### config.mk
export PLATFORM = sky130hd
export DESIGN_NAME = branch_resolve_unit
export DESIGN_NICKNAME = d
export VERILOG_FILES = /design/src/rtl/branch_resolve_unit_pkg.sv /design/src/rtl/branch_resolve_unit_sat_ctr2.sv /design/src/rtl/branch_resolve_unit.sv
export SDC_FILE = /design/constraint.sdc
export NUM_CORES = 1
export LEC_CHECK = 0
export CAP_MARGIN = 20
export CORE_MARGIN = 3
export CORE_UTILIZATION = 53
export CTS_CLUSTER_SIZE = 28
export DETAILED_ROUTE_END_ITERATION = 8
export PLACE_DENSITY = 0.83
export SLEW_MARGIN = 20
export SYNTH_ARGS = -nofsm -noshare
export SYNTH_HDL_FRONTEND = slang
export SYNTH_HIERARCHICAL = 1
export SYNTH_SLANG_ARGS = --single-unit
### constraint.sdc
create_clock -name clk -period 5.1 [get_ports clk]
set_clock_uncertainty 0.2 [all_clocks]
set_input_delay 1.02 -clock clk [delete_from_list [all_inputs] [get_ports clk]]
set_output_delay 1.02 -clock clk [all_outputs]
set_load 0.1 [all_outputs]
### src/rtl/branch_resolve_unit_pkg.sv
// Shared definitions for the execute-stage branch resolver.
//
// Contents:
//   br_code_e    - 3-bit branch condition codes carried on brchSig
//                  (control decode uses the same codes)
//   ctr_e        - 2-bit BHT saturating counter encodings
//   branch_taken - decodes a condition code against the ALU flags
package branch_resolve_unit_pkg;

  typedef enum logic [2:0] {
    BR_NONE = 3'b000,
    BR_BCO  = 3'b001,
    BR_BEQZ = 3'b010,
    BR_BGEZ = 3'b011,
    BR_BLTZ = 3'b100,
    BR_BNEZ = 3'b101,
    BR_BLEZ = 3'b110,
    BR_JMP  = 3'b111
  } br_code_e;

  typedef enum logic [1:0] {
    CTR_SNT = 2'b00,
    CTR_WNT = 2'b01,
    CTR_WT  = 2'b10,
    CTR_ST  = 2'b11
  } ctr_e;

  // Actual branch direction. The overflow flag is reserved for future
  // signed compares and is deliberately not an input here.
  function automatic logic branch_taken(input logic [2:0] code,
                                        input logic       sf,
                                        input logic       zf,
                                        input logic       cf);
    logic t;
    t = 1'b0;
    case (code)
      BR_BEQZ: t = zf;
      BR_BNEZ: t = ~zf;
      BR_BLTZ: t = sf;
      BR_BGEZ: t = ~sf;
      BR_BLEZ: t = sf | zf;
      BR_BCO:  t = cf;
      BR_JMP:  t = 1'b1;
      default: t = 1'b0;
    endcase
    return t;
  endfunction

endpackage

### src/rtl/branch_resolve_unit_sat_ctr2.sv
// sat_ctr2: next-state of a 2-bit saturating up/down counter.
// Purely combinational; the caller owns the storage.
//
// Ports:
//   ctr  in  2  current counter value
//   up   in  1  1 = count toward strongly taken, 0 = toward strongly not-taken
//   nxt  out 2  next counter value, clamped at 2'b00 / 2'b11
module sat_ctr2
  import branch_resolve_unit_pkg::*;
(
  input  logic [1:0] ctr,
  input  logic       up,
  output logic [1:0] nxt
);

  always_comb begin
    nxt = ctr;
    if (up) begin
      if (ctr != CTR_ST) nxt = ctr + 2'd1;
    end else begin
      if (ctr != CTR_SNT) nxt = ctr - 2'd1;
    end
  end

endmodule

### src/rtl/branch_resolve_unit.sv
// branch_resolve_unit: execute-stage branch resolver.
// Decodes the branch condition against the ALU flags, compares the actual
// direction with the fetch-time prediction and reports the outcome one cycle
// later. Owns the 2-bit-counter branch history table (read by fetch, trained
// here) and saturating branch / mispredict statistics.
//
// Ports:
//   clk, rst          clock, asynchronous active-high reset
//   lkp_pc            fetch PC for prediction lookup
//   lkp_pred_taken    combinational prediction (MSB of the indexed counter)
//   res_valid         resolve request this cycle
//   res_pc            PC of the resolving branch
//   res_brchSig       branch condition code (br_code_e)
//   res_pred_taken    prediction that travelled down the pipe with the branch
//   sf, zf, of, cf    ALU flags of the branch compare (of reserved)
//   stall             hold: nothing accepted or updated, outputs hold
//   stat_clr          synchronous clear of both statistics counters
//   br_valid          a branch resolved on the last accepted cycle
//   br_taken          actual direction of that branch
//   br_mispredict     actual direction differed from the carried prediction
//   stat_branches     saturating resolved-branch count
//   stat_mispredicts  saturating mispredict count
module branch_resolve_unit
  import branch_resolve_unit_pkg::*;
#(
  parameter int         IDX_W    = 4,
  parameter int         PC_W     = 16,
  parameter int         CNT_W    = 16,
  parameter logic [1:0] INIT_CTR = 2'b01
) (
  input  logic             clk,
  input  logic             rst,
  input  logic [PC_W-1:0]  lkp_pc,
  output logic             lkp_pred_taken,
  input  logic             res_valid,
  input  logic [PC_W-1:0]  res_pc,
  input  logic [2:0]       res_brchSig,
  input  logic             res_pred_taken,
  input  logic             sf,
  input  logic             zf,
  input  logic             of,
  input  logic             cf,
  input  logic             stall,
  input  logic             stat_clr,
  output logic             br_valid,
  output logic             br_taken,
  output logic             br_mispredict,
  output logic [CNT_W-1:0] stat_branches,
  output logic [CNT_W-1:0] stat_mispredicts
);

  localparam int               ENTRIES = 2 ** IDX_W;
  localparam logic [CNT_W-1:0] CNT_MAX = '1;
  localparam logic [CNT_W-1:0] CNT_ONE = CNT_W'(1);

  logic [1:0]       bht [ENTRIES];
  logic [IDX_W-1:0] lkp_idx;
  logic [IDX_W-1:0] res_idx;
  logic             taken;
  logic             accept;
  logic             mispredict;
  logic             bht_update;
  logic [1:0]       bht_next;

  // Instructions are halfword aligned, so PC bit 0 never carries index
  // information; upper PC bits alias onto the same entries.
  assign lkp_idx = lkp_pc[IDX_W:1];
  assign res_idx = res_pc[IDX_W:1];

  // The lookup reads the stored value directly: a same-cycle update to the
  // same entry becomes visible only after the clock edge.
  assign lkp_pred_taken = bht[lkp_idx][1];

  assign taken      = branch_taken(res_brchSig, sf, zf, cf);
  assign accept     = res_valid & ~stall & (res_brchSig != BR_NONE);
  assign mispredict = taken ^ res_pred_taken;

  // Unconditional jumps carry no direction information, so they never
  // train the history table.
  assign bht_update = accept & (res_brchSig != BR_JMP);

  sat_ctr2 u_sat_ctr2 (
    .ctr (bht[res_idx]),
    .up  (taken),
    .nxt (bht_next)
  );

  // Bits that are intentionally ignored: the reserved overflow flag and the
  // PC bits outside the table index.
  logic unused_bits;
  assign unused_bits = ^{of, lkp_pc[0], lkp_pc[PC_W-1:IDX_W+1],
                         res_pc[0], res_pc[PC_W-1:IDX_W+1]};

  always_ff @(posedge clk or posedge rst) begin
    if (rst) begin
      for (int i = 0; i < ENTRIES; i++) bht[i] <= INIT_CTR;
    end else if (bht_update) begin
      bht[res_idx] <= bht_next;
    end
  end

  // Result flops hold during a stall and drop to zero on an idle cycle, so
  // the redirect logic only ever sees a one-cycle pulse per branch.
  always_ff @(posedge clk or posedge rst) begin
    if (rst) begin
      br_valid      <= 1'b0;
      br_taken      <= 1'b0;
      br_mispredict <= 1'b0;
    end else if (!stall) begin
      br_valid      <= accept;
      br_taken      <= accept & taken;
      br_mispredict <= accept & mispredict;
    end
  end

  // A clear takes priority over a same-cycle increment and is honoured even
  // while the pipe is stalled.
  always_ff @(posedge clk or posedge rst) begin
    if (rst) begin
      stat_branches    <= '0;
      stat_mispredicts <= '0;
    end else if (stat_clr) begin
      stat_branches    <= '0;
      stat_mispredicts <= '0;
    end else if (accept) begin
      if (stat_branches != CNT_MAX) stat_branches <= stat_branches + CNT_ONE;
      if (mispredict && (stat_mispredicts != CNT_MAX))
        stat_mispredicts <= stat_mispredicts + CNT_ONE;
    end
  end

endmodule

==> flow_metrics.py <==
metrics = {
    "status": {
        "status": "completed",
    },
    "synth": {
        "syn-cell-area_sq_mm": 0.00373,
        "synth_nets": 381,
        "async_flop_share_pct": 100,
        "synth-main-ff-cell": "dfrtp_1",
        "syn_avg_cell_area_sq_um": 11.2,
        "synth-seq-area-share_pct": 45.5,
        "yosysWarnings": 6,
        "ys_ff_latch": 67,
        "synth_cells": 334,
        "synth-edff-count": 0,
        "yosysUniqueCellTypes": 49,
    },
    "finish": {
        "multiInputGateArea_sq_mm": 0.00194,
        "drive_gt1_share_pct": 22.8,
        "antennaDiodeCount": 0,
        "n_fill_cell": 500,
        "syn2layout_area_growth_pct": 21.8,
        "seqCellArea_sq_mm": 0.00170,
        "fin_util_pct": 69.2,
        "fin_nets": 436,
    },
    "grt": {
        "grt_antenna_before_repair": 0,
        "grt_pass1_wl_mm": 13.9,
        "gr-total-overflow": 0,
        "grtUsageTotal_pct": 20.9,
        "grt_pass1_vias": 2880,
        "grt_max_degree": 38,
    },
    "placement": {
        "pre_cts_ws_ns": 0.778,
        "place_congestion": 0.826,
        "detailed_place_hpwl_mm": 5.75,
        "port_buffers": 55,
    },
    "power": {
        "powerDensity_mw_per_mm2": 288,
        "irDropWorstVdd_uv": 160,
        "power_leakage_nw": 1.75,
        "finalPower_mw": 1.31,
    },
    "sta": {
        "max_freq_mhz": 239,
        "finalHoldViolCount": 0,
        "slew_headroom_pct": 34.7,
        "rsz0062_at_grt": "false",
        "setup_viol_count_final": 0,
        "fin_crit_ns": 4.18,
        "fin_ws_ns": 0.918,
        "hold_slack_ns": 0.300,
        "tns_ns": 0,
        "min_period_over_period_pct": 82.0,
        "final-max-slew-violation-count": 0,
        "worst_pin_slew_ns": 0.977,
    },
    "critical_path": {
        "cp_slowest_cell": "clkdlybuf4s50_1",
        "crit_start": "lkp_pc[1]",
        "path_class": "primary input to primary output",
        "crit_path_max_fanout": 4,
        "slowest_delay_ns": 0.66,
        "crit_chain": "clkdlybuf4s50_1 -> mux4_2 -> mux4_2 -> buf_4",
        "cp-start-kind": "primary input",
        "cp-end-kind": "primary output",
        "cp_common_cell": "mux4_2",
        "r2r-start": "bht[31]",
        "arrival_ns": 2.96,
        "worstPathRequired_ns": 3.88,
    },
    "hold_path": {
        "hp-start": "br_mispredict",
        "min_path_type": "flop to flop",
    },
    "floorplanning": {
        "initial_core_util_pct": 56.8,
        "die_y_microns": 89.9,
        "fp-row-count": 29,
        "design.die.area_sq_mm": 0.00808,
        "core_sq_mm": 0.00657,
        "die_w_microns": 89.9,
        "pin_count": 81,
    },
    "detailed_routing": {
        "detail-route-antenna-nets": 0,
        "first_pass_iters": 7,
        "first_iter_violations": 169,
        "routed_via_density": 5.92,
        "wl_per_cell_microns": 16.5,
        "dr_total_vias": 2883,
        "wirelength_mm": 8.06,
        "drc": 0,
    },
    "clock_network": {
        "cts_tree": "done",
        "root_buffer": "clkbuf_8",
        "cts_num_sinks": 67,
        "insertion_delay_ns": 0.33,
        "cts_resized": 0,
        "hold_buffers": 0,
        "cts_inserted_buffers": 9,
        "htree_levels": 3,
        "clockBufferDepth": 2,
        "post_cts_buffers": 0,
        "clk_transition_reported_paths_ns": 0.07,
    },
    "job": {
        "cap_violations": 0,
    },
}
-- worst paths after layout --
check | to | slack (ns) | depth (start not counted)
worst min register to register | br_mispredict | 0.30 | 2
max in group asynchronous | bht[18] | 2.84 | 3
worst max register to register | bht[19] | 2.62 | 4
worst min-delay path | br_mispredict | 0.30 | 2
min in group asynchronous | stat_branches[14] | 0.93 | 2
worst max-delay path | lkp_pred_taken | 0.92 | 4
-- critical path: cells and delay by family --
| family | cells | cell delay [ns] |
|---|---|---|
| buffers and inverters | 2 | 0.90 |
| multiplexers | 2 | 1.03 |
-- synthesized netlist by cell type, types with 3 or more instances --
cell      instances  area share, %
inv_1             6           0.60
or4_1            11            2.2
nand2b_1          4           0.67
mux4_2           15            9.1
nand2_1          24            2.4
o31ai_1          11            2.2
nand4_1           8            1.3
nor4_1            6            1.0
or3_1             4           0.67
dfrtp_1          51             34
nor2_1           28            2.8
nand3_1          17            2.3
and4_1            4           0.94
dfstp_2          16             11
clkbuf_1          8           0.81
and3_1            5           0.84
nor3_1            6           0.81
xnor2_1          11            2.6
mux2_2           32            9.7
a21oi_1          16            2.1
nor2b_1           6            1.0
o21ai_0           3           0.40
and2_1            4           0.67
nor3b_1           4           0.81
-- cell usage in the layout, fill, tap and decap left out, types with 2 or more instances in the layout --
cell,Yosys,layout
clkdlybuf4s50_1,0,54
dfrtp_1,51,51
mux2_2,32,32
nor2_1,28,28
nand2_1,24,24
nand3_1,17,17
a21oi_1,16,16
dfstp_2,16,16
mux4_2,15,15
o31ai_1,11,11
or4_1,11,11
xnor2_1,11,11
clkbuf_8,0,11
nand4_1,8,8
nor2b_1,6,6
nor3_1,6,6
nor4_1,6,6
inv_1,6,5
and3_1,5,5
or3_1,4,4
nand2b_1,4,4
nor3b_1,4,4
and2_1,4,4
and4_1,4,4
buf_4,1,4
o21ai_0,3,3
clkbuf_1,8,3
a211oi_2,2,2
mux2i_1,2,2
a211oi_1,2,2
o21ai_1,2,2
mux2_1,2,2
ha_1,2,2
maj3_2,2,2
-- per-stage QoR --
step	cells	instance area, sq um
floorplan	334	3730
global placement	471	4340
detailed placement	471	4340
CTS	487	4540
global route	487	4540
finish	487	4540
-- registers in the layout, summed over array words and instances, names as in the netlist --
signal / cells
stat_mispredicts: 16
bht: 32
br_mispredict: 1
stat_branches: 16
br_valid: 1
br_taken: 1
-- metal layers --
metal,share of wire (%),wire length [microns],global-route usage (%)
met2,50,4010,33.5
met4,1.1,85,8.16
met1,45,3590,29.1
met5,0,0,0
met3,4.7,378,2.92
-- report_power, final --
| group | switching [mW] | leakage, nW | total, mW | internal [mW] |
|---|---|---|---|---|
| combinational | 0.129 | 0.780 | 0.234 | 0.104 |
| clock | 0.191 | 0.101 | 0.444 | 0.253 |
| sequential | 0.0275 | 0.873 | 0.631 | 0.603 |
-- area by class of cell --
| class | instances | area share (%) |
|---|---|---|
| clock buffer | 14 | 3.58 |
| timing repair buffer | 58 | 12.6 |
| multi-input combinational | 247 | 42.7 |
| tap | 93 | 2.56 |
| inverter | 6 | 0.496 |
| clock inverter | 2 | 0.771 |
| sequential | 67 | 37.4 |
-- cell families (layout without fill, tap and decap cells) --
group           Yosys count  count (layout)  synth area share, %
simple gates            137             137                 20.0
flops                    67              67                 45.5
mux                      51              51                 19.9
compound gates           44              44                 8.29
buf+inv                  20              80                 2.55
xor+xnor                 11              11                 2.58
fa+ha+maj                 4               4                 1.27
(Power assumes the default switching activity.)
